===== src/rtl/ppu_pixel_out.sv =====
// Final PPU pixel stage. This block owns the single address/write port of the
// 32-byte palette RAM. It looks up each rendered pixel's colour, applies
// greyscale and emphasis, and emits a registered pixel stream with line and
// frame strobes. CPU $2007 palette accesses are fitted into cycles that carry
// no pixel.
module ppu_pixel_out #(
    parameter logic [7:0] LAST_X = 8'd255,
    parameter logic [7:0] LAST_Y = 8'd239
) (
    input  logic       clk,
    input  logic       rst,
    input  logic       clk_en,
    input  logic       pix_valid,
    input  logic [7:0] pix_x,
    input  logic [7:0] pix_y,
    input  logic [4:0] pix_pal_addr,
    input  logic       mask_grey,
    input  logic [2:0] mask_emph,
    input  logic       cpu_req,
    input  logic       cpu_we,
    input  logic [4:0] cpu_addr,
    input  logic [7:0] cpu_wdata,
    output logic       cpu_ack,
    output logic [7:0] cpu_rdata,
    output logic [4:0] pal_addr,
    output logic       pal_we,
    output logic [7:0] pal_wdata,
    input  logic [7:0] pal_rdata,
    output logic       out_valid,
    output logic [7:0] out_x,
    output logic [7:0] out_y,
    output logic [5:0] out_color,
    output logic [2:0] out_emph,
    output logic       line_done,
    output logic       frame_done,
    output logic       seq_err
);

    logic       r_cpu_ack;
    logic [7:0] r_cpu_rdata;
    logic       r_out_valid;
    logic [7:0] r_out_x;
    logic [7:0] r_out_y;
    logic [5:0] r_out_color;
    logic [2:0] r_out_emph;
    logic       r_line_done;
    logic       r_frame_done;
    logic       r_seq_err;
    logic [7:0] r_exp_x;

    logic       w_pix_slot;
    logic       w_cpu_slot;
    logic [4:0] w_pix_addr;
    logic [4:0] w_cpu_addr;
    logic [5:0] w_grey_mask;
    logic [7:0] w_next_x;
    logic       w_last_x;
    logic       w_unused_rdata;

    // The top two palette bits do not exist in the colour space.
    assign w_unused_rdata = ^pal_rdata[7:6];

    // A pixel always takes the RAM port. The CPU gets a cycle only when no
    // pixel is present and it was not just acknowledged: the request line is
    // still high during the ack cycle, and must not be serviced twice.
    // Nothing is serviced while reset is held, so a request pending across
    // reset is dropped and later taken fresh.
    assign w_pix_slot = !rst && clk_en && pix_valid;
    assign w_cpu_slot = !rst && !w_pix_slot && cpu_req && !r_cpu_ack;

    // Entry 0 of each 4-entry palette is the shared backdrop colour.
    assign w_pix_addr = (pix_pal_addr[1:0] != 2'b00) ? pix_pal_addr : 5'h00;

    // Sprite-palette entry 0 mirrors the matching background entry (10->00 etc).
    assign w_cpu_addr = (cpu_addr[1:0] == 2'b00) ? {1'b0, cpu_addr[3:0]} : cpu_addr;

    assign w_grey_mask = mask_grey ? 6'h30 : 6'h3F;
    assign w_last_x    = (pix_x == LAST_X);
    assign w_next_x    = w_last_x ? 8'd0 : pix_x + 8'd1;

    // Palette RAM port arbitration: pixel first, then CPU, otherwise idle at 0.
    always_comb begin
        pal_addr  = 5'h00;
        pal_we    = 1'b0;
        pal_wdata = 8'h00;
        if (w_pix_slot) begin
            pal_addr = w_pix_addr;
        end else if (w_cpu_slot) begin
            pal_addr  = w_cpu_addr;
            pal_we    = cpu_we;
            pal_wdata = cpu_wdata;
        end
    end

    // CPU handshake: a single-cycle ack after each service slot; read data is
    // captured in the slot and held until the next read.
    always_ff @(posedge clk) begin
        if (rst) begin
            r_cpu_ack   <= 1'b0;
            r_cpu_rdata <= 8'h00;
        end else begin
            r_cpu_ack <= w_cpu_slot;
            if (w_cpu_slot && !cpu_we) begin
                r_cpu_rdata <= {2'b00, pal_rdata[5:0]};
            end
        end
    end

    // Registered pixel stream. The strobes are derived from the slot's
    // coordinates so they line up with the out_valid they belong to.
    always_ff @(posedge clk) begin
        if (rst) begin
            r_out_valid  <= 1'b0;
            r_out_x      <= 8'h00;
            r_out_y      <= 8'h00;
            r_out_color  <= 6'h00;
            r_out_emph   <= 3'b000;
            r_line_done  <= 1'b0;
            r_frame_done <= 1'b0;
        end else begin
            r_out_valid  <= w_pix_slot;
            r_line_done  <= w_pix_slot && w_last_x;
            r_frame_done <= w_pix_slot && w_last_x && (pix_y == LAST_Y);
            if (w_pix_slot) begin
                r_out_x     <= pix_x;
                r_out_y     <= pix_y;
                r_out_color <= pal_rdata[5:0] & w_grey_mask;
                r_out_emph  <= mask_emph;
            end
        end
    end

    // Pixel-order tracking: flag any column that is not the expected one and
    // resynchronise to the column actually received.
    always_ff @(posedge clk) begin
        if (rst) begin
            r_exp_x   <= 8'h00;
            r_seq_err <= 1'b0;
        end else if (w_pix_slot) begin
            r_exp_x <= w_next_x;
            if (pix_x != r_exp_x) begin
                r_seq_err <= 1'b1;
            end
        end
    end

    assign cpu_ack    = r_cpu_ack;
    assign cpu_rdata  = r_cpu_rdata;
    assign out_valid  = r_out_valid;
    assign out_x      = r_out_x;
    assign out_y      = r_out_y;
    assign out_color  = r_out_color;
    assign out_emph   = r_out_emph;
    assign line_done  = r_line_done;
    assign frame_done = r_frame_done;
    assign seq_err    = r_seq_err;

endmodule

===== config.mk =====
export PLATFORM = sky130hd
export DESIGN_NAME = ppu_pixel_out
export DESIGN_NICKNAME = d
export VERILOG_FILES = /design/src/rtl/ppu_pixel_out.sv
export SDC_FILE = /design/constraint.sdc
export NUM_CORES = 1
export LEC_CHECK = 0
export BUFFER_PORTS_ARGS = -buffer_cell sky130_fd_sc_hd__buf_2
export CAP_MARGIN = 20
export CORE_MARGIN = 10
export CORE_UTILIZATION = 29
export DETAILED_ROUTE_END_ITERATION = 10
export SYNTH_ARGS = -nofsm -noshare
export SYNTH_HDL_FRONTEND = slang
export SYNTH_SLANG_ARGS = --single-unit

===== constraint.sdc =====
create_clock -name clk -period 3 [get_ports clk]
set_input_delay 0.3 -clock clk [delete_from_list [all_inputs] [get_ports clk]]
set_output_delay 0.3 -clock clk [all_outputs]
set_load 0.01 [all_outputs]

Word-level counts from Yosys, hierarchy flattened
Index checks and enable logic that the tools add are counted.
Storage, ports and cells
  output and inout bits: 52
  memory bits (writable): 0
  bits of input ports: 52
  bits in latches: 0
  register bits: 44
  bits in read-only memories: 0
  memories: 0
  logic and storage cells: 41
Operators by class
  reduce and logical (&&, ||, !) cells: 15
  divide/modulo/power cells: 0
  shift operators: 0
  add/subtract/negate cells: 1
  bitwise operators: 1
  $mul: 0
  muxes and demuxes: 10
  $lt $le $gt $ge: 0
  equality and inequality tests: 3
Operators by type and width (number)
  $mux 8: 3
  $mux 5: 4
  $eq 8x8->1 const B: 2
  $add 8x1->8 const B: 1
  $logic_and 1x1->1: 8
  $ne 8x8->1: 1
  $and 6x6->6: 1
  $logic_not 1->1: 4
  $mux 4: 1
  $logic_not 2->1: 1
  $mux 1: 2
  $reduce_and 2->1: 1
  $reduce_bool 2->1: 1

Logic depth before layout (Yosys ltp)
Gate-level depths: netlist of run 1.
  depth in word-level cells: 9
  gate-level depth with buffers: 5
  depth with buffers taken out: 5

Worst setup path before layout of run 1
OpenSTA, ideal clock, no wires.
  path type: in2out
  start: in pix_valid
  end: out pal_wdata[0]
  required time: 2700 ps
  arrival: 1093 ps
  buffers on the path: 2
  stages: 5
  slack: 1607 ps
  cells stage by stage: a21oi_4 and3b_1 buf_2 buf_4 and2_1
Between the ends
  longest elaborated chain between the ends: 7
Ends and longest elaborated chain
  start, declared: line 13  | input logic pix_valid,
  $logic_and 1x1->1 *: line 68  | assign w_pix_slot = !rst && clk_en && pix_valid;
  $logic_not 1->1: line 69  | assign w_cpu_slot = !rst && !w_pix_slot && cpu_req && !r_cpu_ack;
  $logic_and 1x1->1 (3 in series): line 69
  $mux 8: line 88  | end else if (w_cpu_slot) begin
  $mux 8 *: line 86  | if (w_pix_slot) begin
  end, declared: line 27  | output logic [7:0] pal_wdata,
Mark *: on every way between the ends. The rest lies on a longest branch, timed or not.

Final worst setup path of run 1
  start: reg r_cpu_ack (netlist: cpu_ack)
  end: out pal_addr[3]
Between the ends
  longest elaborated chain between the ends: 4
Ends and longest elaborated chain
  start, declared: line 39  | logic r_cpu_ack;
  start signal, assigned: line 102  | r_cpu_ack <= w_cpu_slot;
  $logic_not 1->1: line 69
  $logic_and 1x1->1: line 69
  $mux 5: line 88
  $mux 5: line 86
  end, declared: line 25  | output logic [4:0] pal_addr,
No other way between the ends.

==> results of run 1 <==
[layout by cell type, fill, tap and decap left out, types with 2 or more instances in the layout]
cell type / instances
a22o_1: 33
and2_1: 10
buf_2: 99
buf_4: 2
clkbuf_8: 5
clkinv_2: 2
conb_1: 2
dfxtp_1: 44
mux2i_1: 6
nand2_1: 12
nand4_1: 3
nand4b_1: 2
nor2_1: 8
nor3_1: 3
o21a_1: 2
o21ai_0: 6
xnor2_1: 12
xor2_1: 2
[cell type report]
cell class,count,area [sq um]
multi-input combinational,110,795.8
clock inverter,3,18.77
tap,75,93.84
clock buffer,5,68.82
inverter,1,3.754
fill,600,3513
sequential,44,880.8
timing repair buffer,101,510.5
[flip-flops by register name, indices dropped and copies added (netlist names)]
register,cells
out_x,8
out_y,8
r_exp_x,8
cpu_rdata,6
out_color,6
out_emph,3
cpu_ack,1
frame_done,1
line_done,1
out_valid,1
seq_err,1
[critical path, cell delays in order, from the launching register on]
cell and delay, ps:
dfxtp_1 330, and3b_1 460, a22o_1 220, buf_2 130
[layer usage]
layer	part of all wire, %	vias to the layer above
li1	-	786
met1	42	738
met2	44	71
met3	13	6
met4	1.4	0
met5	0	-
[power by group through the flow]
stage	logic (mW)	clock network, mW	registers [mW]
after floorplan	0.0788	0	0.645
after global placement	0.170	0	0.635
after detailed placement	0.171	0	0.636
after CTS	0.172	0.393	0.622
after global routing	0.187	0.417	0.626
final	0.168	0.378	0.622
[metrics by stage]
step,std cells,power (mW),area [sq um],setup WS [ps]
CTS,339,1.188,2372,1220
detailed placement,331,0.8069,2285,1264
finish,339,1.168,2372,1261
floorplan,166,0.7240,1748,1607
global route,339,1.230,2372,1112
global placement,331,0.8046,2285,1277
[cell families (layout without fill, tap and decap cells)]
logic type	count (synthesis)	after routing	synth area share [%]
DFF	44	44	50.50
AOI/OAI and AO/OA	42	42	20.09
xor gates and xnor gates	14	14	7.030
and+or+nand+nor	45	45	13.92
muxes	6	6	3.443
adders and majority gates	1	1	0.7172
buffers and inverters	12	110	4.088
other	1	2	0.2150
[worst paths after layout]
kind              startpoint           end  slack [ps]  depth (start not counted)
hold / removal      pix_y[3]      out_y[3]         210                          3
setup reg to reg     cpu_ack  cpu_rdata[1]        1930                          4
hold reg to reg     out_y[3]      out_y[3]         450                          2
setup / recovery     cpu_ack   pal_addr[3]        1260                          3
==> reports/qor.csv, run 1 <==
metric;value;unit
status;completed;
critPathKind;reg2out;
arrival;1440;ps
vias;1601;
syn_inst;165;
dieArea;9516;sq um
use_met2;15.79;%
clk_pin_slew;90;ps
synth.most_common_cell;dfxtp_1;
fin_nets;316;
grt_first_pass_wirelength;8238;um
row_count;28;
p_sw;0.3158;mW
ys_seq_elements;44;
post-route-period-util;57.97;%
cts_tree;built;
grt_start_max_net_pins;35;
p_leak;1.194;nW
start_util;29.63;%
postCtsResizedCells;0;
clk_latency;300;ps
core_area;5886;sq um
pwr-share-comb;14.4;%
clock_sinks;44;
setup_viol;0;
ys.flop_type;dfxtp_1;
finalMaxSlewViolations;0;
setup-tns-final;0;ps
whs;210.4;ps
critical_path_required;2700;ps
drive_above_1_share;42.80;%
ctsHoldBuffers;0;
grt_use_met1;11.12;%
grt_util_all_layers;10.37;%
clockBufferDepth;2;
p_per_area;492.4;nW/um^2
clockPowerShare;32.3;%
seq_area_frac_synth;50.50;%
rsz0062_at_grt;false;
ys_types;28;
startpoint_type;flip-flop;
critPathCaptureType;output pin;
syn_to_final_growth;36.01;%
io_pins;104;
grt_pass1_vias;1669;
netlist_area;1744;sq um
busiest_layer;met2;
antenna_found_initial;0;
cts_buffers;5;
root_buffer;clkbuf_8;
yosys_warnings;0;
hold_path_class;in2reg;
diodes;0;
cts_max_level;2;
routed_wirelength;5099;um
wl_per_cell;15.04;um
netlist_top_cells_area;dfxtp_1, a22o_1, xnor2_1;
io_buffer_count;99;
hpwl;3932;um
worst_slew_pin_slew;525.2;ps
internal_power;0.8522;mW
die_w;97.55;um
drtIter0Drc;51;
crit_fanout;15;
vdd_drop_max;0.1677;mV
routed_via_density;4.723;
drc;0;
yosysTopAreaCellShare;50.50;%
slew_headroom;64.72;%
die_h;97.55;um
yosys.area.top_type;dfxtp_1;
use_met3;7.112;%
achievable-frequency;0.5751;GHz
hold_violations;0;
cts_setup_buffers;0;
gp_congestion;0.7661;
drt_pre_antenna_iters;4;
grt_overflow;0;
switching_share;27.04;%
min_period;1739;ps
avgSynthCellArea;10.57;sq um
ys_top_cells_by_count;dfxtp_1, a22o_1, nand2_1, xnor2_1, and2_1;
fin_util;40.31;%
finClkSkew;16.54;ps
max_cap_viol_count;0;
seq_power_share;53.3;%
async_flop_share;0;%
synth_edf_count;0;
drtAntennaViolNets;0;
No activity file was read; power rests on OpenSTA's default activity.
==> run 2, diff against run 1 <==
Clock period 3 ns to 1.5 ns, I/O delays scaled along.
==> reports/qor.csv, run 2 (synthesized netlist as in run 1, its figures left out) <==
metric;value;unit;change
pre_cts_ws;148.1;ps;was 1264 ps
wl_met3;566;um;was 649 um
dpl_cell_area;2307;sq um;was 2285 sq um
dp.cells;334;;was 331
final_cell_mix;buf_2, dfxtp_1, a22o_1;;unchanged
cts_tree;built;;unchanged
finalMaxSlewViolations;0;;unchanged
layout_commonest_cell;buf_2;;unchanged
row_count;28;;unchanged
hold_violations;0;;unchanged
seq_power_share;49.0;%;was 53.3%
internal_power;1.900;mW;was 0.8522 mW
wl_met1;2138;um;was 2121 um
arrival;1280;ps;was 1440 ps
grt_start_max_net_pins;27;;was 35
startpoint_type;flip-flop;;unchanged
drtAntennaViolNets;0;;unchanged
diodes;0;;unchanged
slew_headroom;61.07;%;was 64.72%
setup_viol;0;;unchanged
p_sw;0.6432;mW;was 0.3158 mW
ctsHoldBuffers;0;;unchanged
critPathKind;reg2out;;unchanged
cts_buffers;5;;unchanged
gp_congestion;0.7700;;was 0.7661
route.met2.wl;2435;um;was 2256 um
drtIter0Drc;37;;was 51
routed_via_density;4.694;;was 4.723
min_period;1428;ps;
cts_max_level;2;;unchanged
max_cap_viol_count;0;;unchanged
io_buffer_count;99;;unchanged
critPathCaptureType;output pin;;unchanged
hold_path_class;in2reg;;unchanged
post-route-period-util;95.23;%;
clockBufferDepth;2;;unchanged
slowest_delay;350;ps;was 460 ps
wl_per_cell;15.16;um;was 15.04 um
start_util;29.63;%;unchanged
switching_share;25.29;%;was 27.04%
root_buffer;clkbuf_8;;unchanged
setup-tns-final;0;ps;unchanged
clockPowerShare;37.5;%;was 32.3%
core_area;5886;sq um;unchanged
drive_above_1_share;44.03;%;was 42.80%
hpwl;4092;um;was 3932 um
cts_setup_buffers;0;;unchanged
syn_to_final_growth;39.74;%;was 36.01%
die_h;97.55;um;unchanged
achievable-frequency;0.7001;GHz;
vdd_drop_max;0.4638;mV;was 0.1677 mV
grt_pass1_vias;1767;;was 1669
slowest_stage;dfxtp_2;;was and3b_1
die_w;97.55;um;unchanged
p_per_area;1043;nW/um^2;was 492.4 nW/um^2
drc;0;;unchanged
status;completed;;unchanged
dieArea;9516;sq um;unchanged
grt_first_pass_wirelength;8618;um;was 8238 um
p_leak;1.228;nW;was 1.194 nW
crit_family;flip-flops;;was simple AND/OR/NAND/NOR gates
pwr-share-comb;13.6;%;was 14.4%
drt_pre_antenna_iters;4;;unchanged
fin_ws;71.54;ps;was 1261 ps
top_layer_used;met4;;unchanged
crit_fanout;8;;was 15
io_pins;104;;unchanged
finClkSkew;8.619;ps;was 16.54 ps
grt_util_all_layers;10.79;%;was 10.37%
final_area;2437;sq um;was 2372 sq um
critical_path_required;1350;ps;was 2700 ps
clock_sinks;44;;unchanged
antenna_found_initial;0;;unchanged
crit_buf_inv;1;;unchanged
grt_overflow;0;;unchanged
clk_latency;300;ps;about the same
fin_cells;343;;was 339
fin_util;41.41;%;was 40.31%
worst_slew_pin_slew;579.5;ps;was 525.2 ps
crit_chain;and3b_2 -> a22o_1 -> buf_2;;was and3b_1 -> a22o_1 -> buf_2
clk_pin_slew;100;ps;was 90 ps
routed_wirelength;5201;um;was 5099 um
nFillCells;618;;was 600
rsz0062_at_grt;true;;was false
fin_nets;320;;was 316
vias;1610;;was 1601
run 2: changes by cell type in the layout (fill, tap and decap cells not counted), sizes merged:
cell,change
inv,+2
clkinv,-3
bufinv,+1
buf,+3
and3b,+1
run 2: layout make-up:
type	count	area, sq um	share of cell area, %
clock buffer	5	68.82	2.823
clock inverter	3	50.05	2.053
multi-input combinational	111	805.8	33.06
inverter	1	3.754	0.1540
tap	75	93.84	3.850
timing repair buffer	104	533.0	21.87
sequential	44	882.1	36.19
run 2: final timing paths:
kind                                from            to  slack [ps]  depth (start not counted)
worst min-delay path            pix_y[3]      out_y[3]          50                          3
worst min register to register  out_y[3]      out_y[3]         450                          2
worst max register to register   cpu_ack  cpu_rdata[5]         440                          4
worst max-delay path             cpu_ack   pal_addr[1]          70                          3
run 2: worst reg2reg max path, stage by stage (launching register included):
cell	delay, ps
dfxtp_2	340
nor2_1	130
nand3_2	220
mux2i_1	210
nor2_1	60
run 2: power by group through the flow:
stage | combinational (mW) | sequential, mW | clock (mW)
after detailed placement | 0.350 | 1.27 | 0
final | 0.345 | 1.25 | 0.953
after global placement | 0.345 | 1.27 | 0
after CTS | 0.354 | 1.25 | 1.00
after floorplan | 0.158 | 1.29 | 0
after global routing | 0.389 | 1.25 | 1.03
run 2: metrics by stage:
step	power (mW)	hold slack, ps
after global placement	1.615	360.9
after detailed placement	1.621	367.6
final	2.543	51.44
after global routing	2.675	52.88
after CTS	2.599	40.00
after floorplan	1.448	262.1
run 2: per-layer routing:
metal  global-route usage [%]  up-vias
met5                        0        -
met4                    3.691        0
met3                    5.903        5
met2                    17.27       69
met1                    11.83      743
li1                         -      793
run 2: timing repair:
action | 4_1_cts | 5_1_grt
gates cloned | 1 | 0
hold endpoints to repair | 0 | 0
endpoints found under the setup margin | 14 | 5
pin swaps | 0 | 3
resized for setup | 1 | 1
